--- src/rtl/spinn_aer_out_mapper.sv ---
// SpiNNaker multicast packet -> AER word mapper with parity check, key filter and output FIFO.
// Define OUT_MAPPER_PAYLOAD_EN to forward the payload word after the key for packets that carry one.
module spinn_aer_out_mapper #(
  parameter int unsigned AER_WIDTH  = 32,
  parameter int unsigned FIFO_DEPTH = 4,
  parameter int unsigned CNT_WIDTH  = 16
) (
  input  logic                            clk,
  input  logic                            rst,
  input  logic [31:0]                     cfg_key_mask,
  input  logic [31:0]                     cfg_key_match,
  input  logic                            cnt_clr,
  input  logic [71:0]                     opkt_data,
  input  logic                            opkt_vld,
  output logic                            opkt_rdy,
  output logic [AER_WIDTH-1:0]            oaer_data,
  output logic                            oaer_vld,
  input  logic                            oaer_rdy,
  output logic                            parity_err,
  output logic [CNT_WIDTH-1:0]            perr_cnt,
  output logic [CNT_WIDTH-1:0]            drop_cnt,
  output logic [$clog2(FIFO_DEPTH):0]     fifo_level
);

  localparam int unsigned PW = $clog2(FIFO_DEPTH);
  localparam int unsigned LW = PW + 1;
`ifdef OUT_MAPPER_PAYLOAD_EN
  localparam int unsigned NEED = 2;
`else
  localparam int unsigned NEED = 1;
`endif
  localparam logic [LW-1:0] DEPTH_L = LW'(FIFO_DEPTH);
  localparam logic [LW-1:0] NEED_L  = LW'(NEED);

  logic [PW-1:0]        wr_ptr_q, wr_ptr_d, rd_ptr_q, rd_ptr_d;
  logic [LW-1:0]        level_q, level_d;
  logic                 parity_err_q, parity_err_d;
  logic [CNT_WIDTH-1:0] perr_cnt_q, perr_cnt_d, drop_cnt_q, drop_cnt_d;
  logic [AER_WIDTH-1:0] mem_q [FIFO_DEPTH];

  logic [31:0]   key;
  logic [1:0]    pkt_type;
  logic          pl_flag, parity_ok, accept, filter_hit, fwd, push_two, pop;
  logic          perr_inc, drop_inc;
  logic [LW-1:0] push_n;

  always_comb begin
    key        = opkt_data[39:8];
    pkt_type   = opkt_data[7:6];
    pl_flag    = opkt_data[1];
    parity_ok  = pl_flag ? (^opkt_data) : (^opkt_data[39:0]);
    opkt_rdy   = (DEPTH_L - level_q) >= NEED_L;
    accept     = opkt_vld & opkt_rdy;
    filter_hit = (key & cfg_key_mask) == cfg_key_match;
    fwd        = accept & parity_ok & (pkt_type == 2'b00) & filter_hit;
`ifdef OUT_MAPPER_PAYLOAD_EN
    push_two   = fwd & pl_flag;
`else
    push_two   = 1'b0;
`endif
    push_n     = fwd ? (push_two ? LW'(2) : LW'(1)) : '0;
    pop        = (level_q != '0) & oaer_rdy;
    perr_inc   = accept & ~parity_ok;
    drop_inc   = accept & parity_ok & ~fwd;
  end

  always_comb begin
    level_d      = level_q + push_n - LW'(pop);
    wr_ptr_d     = wr_ptr_q + PW'(push_n);
    rd_ptr_d     = rd_ptr_q + PW'(pop);
    parity_err_d = perr_inc;

    // Clear wins over increment; increments stop at all-ones.
    perr_cnt_d = perr_cnt_q;
    if (cnt_clr)                              perr_cnt_d = '0;
    else if (perr_inc && (perr_cnt_q != '1))  perr_cnt_d = perr_cnt_q + 1'b1;

    drop_cnt_d = drop_cnt_q;
    if (cnt_clr)                              drop_cnt_d = '0;
    else if (drop_inc && (drop_cnt_q != '1))  drop_cnt_d = drop_cnt_q + 1'b1;
  end

  always_ff @(posedge clk or posedge rst) begin
    if (rst) begin
      wr_ptr_q     <= '0;
      rd_ptr_q     <= '0;
      level_q      <= '0;
      parity_err_q <= 1'b0;
      perr_cnt_q   <= '0;
      drop_cnt_q   <= '0;
    end else begin
      wr_ptr_q     <= wr_ptr_d;
      rd_ptr_q     <= rd_ptr_d;
      level_q      <= level_d;
      parity_err_q <= parity_err_d;
      perr_cnt_q   <= perr_cnt_d;
      drop_cnt_q   <= drop_cnt_d;
    end
  end

  // Storage is unreset; level_q gates visibility so stale entries are never presented.
  always_ff @(posedge clk) begin
    if (fwd) mem_q[wr_ptr_q] <= key[AER_WIDTH-1:0];
`ifdef OUT_MAPPER_PAYLOAD_EN
    if (push_two) mem_q[wr_ptr_q + PW'(1)] <= opkt_data[40 +: AER_WIDTH];
`endif
  end

  assign oaer_data  = mem_q[rd_ptr_q];
  assign oaer_vld   = level_q != '0;
  assign parity_err = parity_err_q;
  assign perr_cnt   = perr_cnt_q;
  assign drop_cnt   = drop_cnt_q;
  assign fifo_level = level_q;

endmodule

--- config.mk ---
export PLATFORM = sky130hd
export DESIGN_NAME = spinn_aer_out_mapper
export DESIGN_NICKNAME = d
export VERILOG_FILES = /design/src/rtl/spinn_aer_out_mapper.sv
export SDC_FILE = /design/constraint.sdc
export NUM_CORES = 1
export LEC_CHECK = 0
export CORE_MARGIN = 5
export CORE_UTILIZATION = 51
export CTS_BUF_LIST = sky130_fd_sc_hd__clkbuf_2
export DETAILED_ROUTE_END_ITERATION = 8
export PLACE_DENSITY = 0.8
export SKIP_CTS_REPAIR_TIMING = 1
export SYNTH_ARGS = -nofsm -noshare
export SYNTH_HDL_FRONTEND = slang
export SYNTH_SLANG_ARGS = --single-unit
--- constraint.sdc ---
create_clock -name clk -period 5.9 [get_ports clk]
set_input_delay 1.18 -clock clk [delete_from_list [all_inputs] [get_ports clk]]
set_output_delay 1.18 -clock clk [all_outputs]
set_load 0.02 [all_outputs]
After elaboration in Yosys (flattened, before gate mapping)
Memories as Yosys holds them, arrays and structs flattened.
Index checks and enable logic that the tools add are counted.
{ "op_classes": {"eq_ne": 3, "n_mux": 8, "bitwise_logic": 10, "addsub": 7, "reduce_logical": 8, "order_cmp": 1} }
{ "op_table": {"columns": ["cell", "n"], "rows": [
  ["72-bit XOR reduction", 1],
  ["16-bit 2-to-1 mux", 4],
  ["40-bit XOR reduction", 1],
  ["16-bit by 1-bit adder with 16-bit output (second input constant)", 2],
  ["32-bit bitwise AND", 1],
  ["32-bit equality test", 1],
  ["16-bit inequality test (second input constant)", 2],
  ["1-bit bitwise AND", 7],
  ["2-bit by 1-bit adder with 2-bit output", 2],
  ["1-bit 2-to-1 mux", 4],
  ["2-bit nonzero test", 2],
  ["3-bit by 1-bit adder with 3-bit output", 1],
  ["3-bit by 1-bit greater-or-equal comparator with 1-bit output (second input constant)", 1],
  ["3-bit nonzero test", 1],
  ["3-bit by 1-bit subtractor with 3-bit output", 1],
  ["3-bit subtractor (first input constant)", 1],
  ["1-bit logical AND", 2],
  ["2-bit logical NOT", 1],
  ["1-bit inverter", 2]
]} }
{ "word_totals": {"ramBits": 128, "register_bits": 40, "out_inout_bits": 70, "inputBits": 141, "n_memories": 1} }
{ "memory_table": {"columns": ["name", "depth", "word_bits", "rd", "rd_ports_with_merged_regs", "write_ports", "line", "source"], "rows": [
  ["mem_q", 4, 32, 1, 0, 1, "39", "logic [AER_WIDTH-1:0] mem_q [FIFO_DEPTH];"]
]} }

Logic depth before layout (Yosys ltp)
Gate-level depths: netlist (run 1).
{ "logic_depth": {"ltp_word": 11, "depth_mapped": 15, "depth_no_buf": 15} }

Worst setup path after synthesis (run 1)
Ideal clock, no wire load.
{ "synth_timing": {"kind": "input -> register", "startpoint": "input port opkt_data[6]", "endpoint": "memory mem_q[0][0] (enable)", "path_slack_ps": -175, "setup_time_ps": 468, "t_arrival_ps": 5608, "stages": 10, "path_buffers": 0, "cell_sequence": "inv_1 -> ha_1 -> xnor2_1 -> xnor2_1 -> xnor2_1 -> xnor3_2 -> xor2_2 -> xnor2_1 -> nor3_1 -> nor3b_1"} }
{ "synth_via": {"elab_chain_cells": 7, "elab_cells_between_ends": 9} }
{ "synth_lines": {"columns": ["element", "line", "source"], "rows": [
  ["start, declared", "13", "input logic [71:0] opkt_data,"],
  ["72-bit XOR reduction or 40-bit XOR reduction (tied branches)", "51", "parity_ok = pl_flag ? (^opkt_data) : (^opkt_data[39:0]);"],
  ["1-bit 2-to-1 mux", "51", null],
  ["1-bit bitwise AND", "55", "fwd = accept & parity_ok & (pkt_type == 2'b00) & filter_hit;"],
  ["1-bit bitwise AND * (2 in series)", "55", null],
  ["1-bit 2-to-1 mux *", "103", "if (fwd) mem_q[wr_ptr_q] <= key[AER_WIDTH-1:0];"],
  ["1-bit 2-to-1 mux (not written as such) *", "103", null],
  ["end, declared", "39", null]
]} }
Mark *: on every way between the ends. The rest lies on a longest branch, timed or not.

Worst setup path after layout (run 1)
{ "layout_timing": {"startpoint": "input port opkt_data[6]", "endpoint": "register level_q[2], in the netlist fifo_level[2]"} }
{ "layout_via": {"elab_chain_cells": 8, "elab_cells_between_ends": 10} }
{ "layout_lines": {"columns": ["element", "line", "source"], "rows": [
  ["72-bit XOR reduction or 40-bit XOR reduction (tied branches)", "51", null],
  ["1-bit 2-to-1 mux", "51", null],
  ["1-bit bitwise AND", "55", null],
  ["1-bit bitwise AND * (2 in series)", "55", null],
  ["1-bit 2-to-1 mux *", "61", "push_n = fwd ? (push_two ? LW'(2) : LW'(1)) : '0;"],
  ["3-bit by 1-bit adder with 3-bit output *", "68", "level_d = level_q + push_n - LW'(pop);"],
  ["3-bit by 1-bit subtractor with 3-bit output *", "68", null],
  ["named net level_d[2]", "36", "logic [LW-1:0] level_q, level_d;"],
  ["end signal, assigned", "94", "level_q <= level_d;"],
  ["end, declared", "36", null]
]} }
The timed path passes the listed nets; every way through them passes the cells marked *.
A chain may end at the register's enable or synchronous reset.

==> results of run 1 <==
[flip-flops by register name (all words and copies together), names as in the netlist]
register    count
mem_q         128
drop_cnt       16
perr_cnt       16
fifo_level      3
rd_ptr_q        2
wr_ptr_q        2
parity_err      1
[per-layer routing]
layer / GRT usage / share of wire
met4: 0.0782 / 0.023
met3: 0.0584 / 0.099
met2: 0.385 / 0.48
met1: 0.300 / 0.39
met5: 0 / 0
[Yosys cell counts, types with 8 or more instances]
cell	count	share of area
edfxtp_1	128	0.47
xnor2_1	68	0.072
dfrtp_1	40	0.12
mux4_2	32	0.087
a21oi_1	27	0.016
nor2_1	25	0.011
xor2_1	25	0.027
and3_1	21	0.016
nand3_1	20	0.012
nand2_1	19	0.0086
inv_1	16	0.0073
clkbuf_1	12	0.0055
ha_1	10	0.015
a211oi_1	8	0.0073
nand4_1	8	0.0061
[logic make-up after synthesis]
group | synth area share
flops | 0.587
simple gates | 0.102
xor+xnor | 0.111
compound gates | 0.0689
mux | 0.0966
buf+inv | 0.0164
fa+ha+maj | 0.0176
[worst reg2reg max path: stages (launching register included)]
cell	delay [ns]
dfrtp_1	0.48
inv_1	0.10
ha_1	0.19
ha_1	0.27
or4b_2	0.65
nand2_1	0.17
a211oi_1	0.10
o211ai_2	0.24
nand2_2	0.28
nand4_1	0.18
mux2_2	0.34
[final cells by class]
type,instances,area share
clock buffer,17,0.00782
sequential,168,0.445
timing repair buffer,222,0.201
inverter,16,0.00552
tap,216,0.0248
clock inverter,15,0.0136
multi-input combinational,373,0.301
[worst paths after layout]
kind	slack, ns	endpoint	depth (start not counted)	start
max	1.48	fifo_level[2]$_DFF_PP0_	16	opkt_data[6]
min	0.60	wr_ptr_q[1]$_DFF_PP0_	1	wr_ptr_q[1]$_DFF_PP0_
max reg2reg	2.82	drop_cnt[8]$_DFFE_PP0P_	10	fifo_level[1]$_DFF_PP0_
min reg2reg	0.60	wr_ptr_q[1]$_DFF_PP0_	1	wr_ptr_q[1]$_DFF_PP0_
max in group asynchronous	4.66	perr_cnt[9]$_DFFE_PP0P_	3	rst
min in group asynchronous	0.85	drop_cnt[13]$_DFFE_PP0P_	3	rst
[power groups by stage]
stage          Sequential (mW)  Combinational, mW  Clock [mW]
6_report                  1.38               1.55       0.589
5_1_grt                   1.40               1.66       0.660
4_1_cts                   1.39               1.56       0.608
3_5_place_dp              1.41               1.56           0
3_3_place_gp              1.41               1.53           0
2_1_floorplan             1.38               1.03           0
[stage by stage]
step | cell area, sq um | utilization | hold WS (ns)
after floorplan | 8250 | - | 0.477
after global placement | 10600 | 0.670 | 0.554
after detailed placement | 10600 | 0.670 | 0.561
after CTS | 10900 | 0.685 | 0.596
after global routing | 10900 | 0.685 | 0.622
final | 10900 | 0.685 | 0.601
==> results_dict.tcl, run 1 <==
set metrics [dict create \
    fp-row-count 46 \
    die_area_sq_um 18800 \
    min_period_over_period 0.748 \
    multi_input_area_sq_um 3280 \
    cts_tree "done" \
    cp_common_cell "xnor2_1" \
    core_sq_um 15900 \
    sequentialPowerShare 0.393 \
    synth-seq-cells 168 \
    worstMarginPinSlew_ns 0.808 \
    final_cell_mix "clkdlybuf4s50_1 (210), edfxtp_1 (128), xnor2_1 (68)" \
    synth_seq_area_share 0.587 \
    fill_cells 1127 \
    hold_viol 0 \
    clk_latency_ns 0.72 \
    synth_nets 725 \
    avgSynthCellArea_sq_um 14.4 \
    rsz0062_at_grt "no" \
    syn_area_sq_um 8250 \
    status "finished clean" \
    drcViolationCount 0 \
    firstDrtPassIters 6 \
    grt-ovfl-total 0 \
    total_power_mw 3.53 \
    clkTransAtPathRegs_ns 0.25 \
    finalSetupViolations 0 \
    critical_path_buf_inv_count 4 \
    end_kind "flip-flop" \
    placed_cells 995 \
    clock.fmax_mhz 226 \
    drt_first_iter_violations 383 \
    layout.area.seq_sq_um 4850 \
    power.leakage_nw 3.89 \
    cts_buffers 17 \
    clockRootBuffer "clkbuf_2" \
    max-slew-margin-rel 0.461 \
    area_growth_pct 31.9 \
    path_cells "clkdlybuf4s50_1 -> inv_1 -> ha_1 -> xnor2_1 -> xnor2_1 -> xnor2_1 -> xnor3_2 -> xor2_2 -> xnor2_1 -> nor3_1 -> inv_1 -> ha_1 -> inv_1 -> ha_1 -> fa_1 -> xnor2_1" \
    detail_route.wl_per_cell_um 21.0 \
    nNetsFinal 950 \
    ys_warn_count 0 \
    grt_pass1_wl_um 32700 \
    num_antenna_cells 0 \
    worst-path-max-fanout 6 \
    final_common_cell "clkdlybuf4s50_1" \
    cp_slowest_cell "xnor3_2" \
    synth_cell_type_count 63 \
    maxCapViolCount 0 \
    hold_class "flip-flop to flip-flop" \
    pin_count 211 \
    finalCriticalPeriod_ns 4.42 \
    cts_buffer_depth 2 \
    critical_path.max_stage_delay_ns 0.50 \
    fp.dieH_um 137 \
    grt_usage 0.232 \
    die_w_um 137 \
    worst_slack_ns 1.48 \
    swShare 0.378 \
    grt_max_degree 41 \
    antenna_found_initial 0 \
    fin_skew_ns 0.0333 \
    slew_viol_final 0 \
    irDropWorstVdd_mv 0.145 \
    grt_pass1_vias 6110 \
    drive_gt1_frac 0.128 \
    place_congestion 0.843 \
    finalWirelength_um 21600 \
    ys.flop_type "edfxtp_1" \
    critPathArrivalTime_ns 5.06 \
    synth_edf_count 128 \
    p_int_mw 2.19 \
    layout.cells.non_filler 1027 \
    cellPowerDensity_nw_per_um2 324 \
    place_ws_ns 0.745 \
    async_reset_ff_frac 0.238 \
    initial_core_util 0.519 \
    ant_nets 0 \
    critPathLaunchType "primary input" \
    clock_power_share 0.167 \
    p_sw_mw 1.33 \
    clock-sinks 168 \
    h-tree-depth 4 \
    vias_per_cell 5.77 \
    pwr-share-comb 0.440 \
    timing_worst_setup_path_type "primary input to flip-flop" \
    critical-path-top-delay-family "XOR/XNOR gates" \
    syn_inst 573 \
    dp_hpwl_um 16100 \
    port_buffers 210 \
    finalSetupTns_ns 0 \
    vias 5924 \
    required_ns 6.54 \
]
Note: power is estimated with default switching activity, not from simulation.
==> run 2: changes to the inputs <==
--- a/config.mk
+++ b/config.mk
@@ -6,10 +6,10 @@
 export NUM_CORES = 1
 export LEC_CHECK = 0
 export CORE_MARGIN = 5
-export CORE_UTILIZATION = 51
+export CORE_UTILIZATION = 46
 export CTS_BUF_LIST = sky130_fd_sc_hd__clkbuf_2
 export DETAILED_ROUTE_END_ITERATION = 8
-export PLACE_DENSITY = 0.8
+export PLACE_DENSITY = 0.76
 export SKIP_CTS_REPAIR_TIMING = 1
 export SYNTH_ARGS = -nofsm -noshare
 export SYNTH_HDL_FRONTEND = slang
==> constraint.sdc (replaced) <==
create_clock -name clk -period 3.9 [get_ports clk]
set_input_delay 0.78 -clock clk [delete_from_list [all_inputs] [get_ports clk]]
set_output_delay 0.78 -clock clk [all_outputs]
set_load 0.02 [all_outputs]
==> run 2 against run 1 <==
  * Flip-flop and latch count stayed put
  * Largest power group unchanged
  * Worst hold slack worse by 0.12 ns
  * Critical path type is now flip-flop to output port
  * Via count is 2.8% higher
==> results_dict.tcl, run 2 (synthesis results as in run 1) <==
set metrics [dict create \
    clk_latency_ns 0.76 \
    pin_count 211 \
    hold_viol 0 \
    finalSetupViolations 0 \
    vias 6091 \
    initial_core_util 0.464 \
    layout.cells.non_filler 1097 \
    irDropWorstVdd_mv 0.286 \
    grt-ovfl-total 0 \
    drive_gt1_frac 0.187 \
    core_sq_um 17800 \
    cts_buffers 17 \
    max-slew-margin-rel 0.365 \
    h-tree-depth 4 \
    critPathLaunchType "flip-flop" \
    dp_hpwl_um 17800 \
    cts_tree "done" \
    antenna_found_initial 3 \
    place_congestion 0.923 \
    clkTransAtPathRegs_ns 0.27 \
    rsz0062_at_grt "no" \
    fp.dieH_um 144 \
    drcViolationCount 0 \
    port_buffers 210 \
    timing_worst_setup_path_type "flip-flop to output port" \
    required_ns 3.12 \
    nNetsFinal 1007 \
    grt_max_degree 38 \
    grt_usage 0.229 \
    power.leakage_nw 4.18 \
    maxCapViolCount 0 \
    worst-path-max-fanout 10 \
    fin_skew_ns 0.0321 \
    finalWirelength_um 23400 \
    firstDrtPassIters 6 \
    grt_pass1_vias 6498 \
    largest_reg_flops 128 \
    end_kind "output port" \
    status "finished clean" \
    critPathArrivalTime_ns 2.83 \
    ant_nets 0 \
    hold_class "primary input to async pin" \
    final_cell_mix "clkdlybuf4s50_1 (209), edfxtp_1 (128), xnor2_1 (68)" \
    clock-sinks 168 \
    top_register "mem_q" \
    cts_buffer_depth 2 \
    clock.fmax_mhz 277 \
    finalSetupTns_ns 0 \
    die_area_sq_um 20700 \
    place_ws_ns -0.354 \
    die_w_um 144 \
    slew_viol_final 0 \
    detail_route.wl_per_cell_um 21.3 \
    num_antenna_cells 0 \
    area_growth_pct 38.2 \
    min_period_over_period 0.927 \
    worstMarginPinSlew_ns 0.952 \
    finalCriticalPeriod_ns 3.61 \
    cellPowerDensity_nw_per_um2 503 \
    worst_slack_ns 0.285 \
    grt_pass1_wl_um 35500 \
    clockRootBuffer "clkbuf_2" \
    vias_per_cell 5.55 \
    placed_cells 1065 \
    fp-row-count 49 \
    drt_first_iter_violations 460 \
    final_common_cell "clkdlybuf4s50_1" \
]
## run 2: cell types whose count changed in the layout (fill, tap and decap cells not counted), sizes merged
cell,change
buf,+57
inv,-3
clkinv,+2
clkdlybuf4s50,-1
clkinvlp,+1
dlymetal6s2s,+1
## run 2: through the flow
step | power (mW) | hold WS, ns | cell area [sq um] | utilization
after global routing | 6.03 | 0.501 | 11400 | 0.641
after detailed placement | 4.88 | 0.504 | 11200 | 0.628
after CTS | 5.79 | 0.426 | 11400 | 0.641
after global placement | 4.82 | 0.495 | 11200 | 0.628
final | 5.73 | 0.485 | 11400 | 0.641
after floorplan | 3.67 | 0.477 | 8280 | -
## run 2: power breakdown
group	switching, mW	leakage (nW)	total (mW)	internal, mW
clock	0.686	0.141	0.895	0.209
combinational	1.38	2.34	2.78	1.40
sequential	0.0809	1.69	2.06	1.98
## run 2: layout make-up
type | count | area, sq um
Fill cell | 1322 | 6380
Sequential cell | 168 | 4850
Multi-Input combinational cell | 373 | 3300
Timing Repair Buffer | 279 | 2670
Tap cell | 229 | 287
Clock inverter | 15 | 153
Clock buffer | 17 | 85.1
Inverter | 16 | 60.1
## run 2: worst max-delay path, stage by stage (launching register included)
cell	delay [ns]
dfrtp_2	0.66
buf_4	0.31
mux4_2	0.54
clkdlybuf4s50_1	0.58
## run 2: final timing paths
| check | from | end | slack [ns] | depth (start not counted) |
|---|---|---|---|---|
| max | rd_ptr_q[0]$_DFF_PP0_ | oaer_data[5] | 0.29 | 3 |
| min | rst | drop_cnt[3]$_DFFE_PP0P_ | 0.48 | 2 |
| max reg2reg | fifo_level[1]$_DFF_PP0_ | perr_cnt[0]$_DFFE_PP0P_ | 0.91 | 11 |
| min reg2reg | rd_ptr_q[1]$_DFF_PP0_ | rd_ptr_q[1]$_DFF_PP0_ | 0.55 | 1 |
| max in group asynchronous | rst | perr_cnt[4]$_DFFE_PP0P_ | 2.61 | 3 |
| min in group clk | rd_ptr_q[1]$_DFF_PP0_ | rd_ptr_q[1]$_DFF_PP0_ | 0.55 | 1 |
## run 2: routing by layer
layer / global-route usage / vias to the layer above / wire length, um
met1: 0.288 / 2975 / 9140
met5: 0 / - / 42
li1: - / 2760 / -
met2: 0.384 / 308 / 11300
met4: 0.0733 / 6 / 509
met3: 0.0656 / 42 / 2420
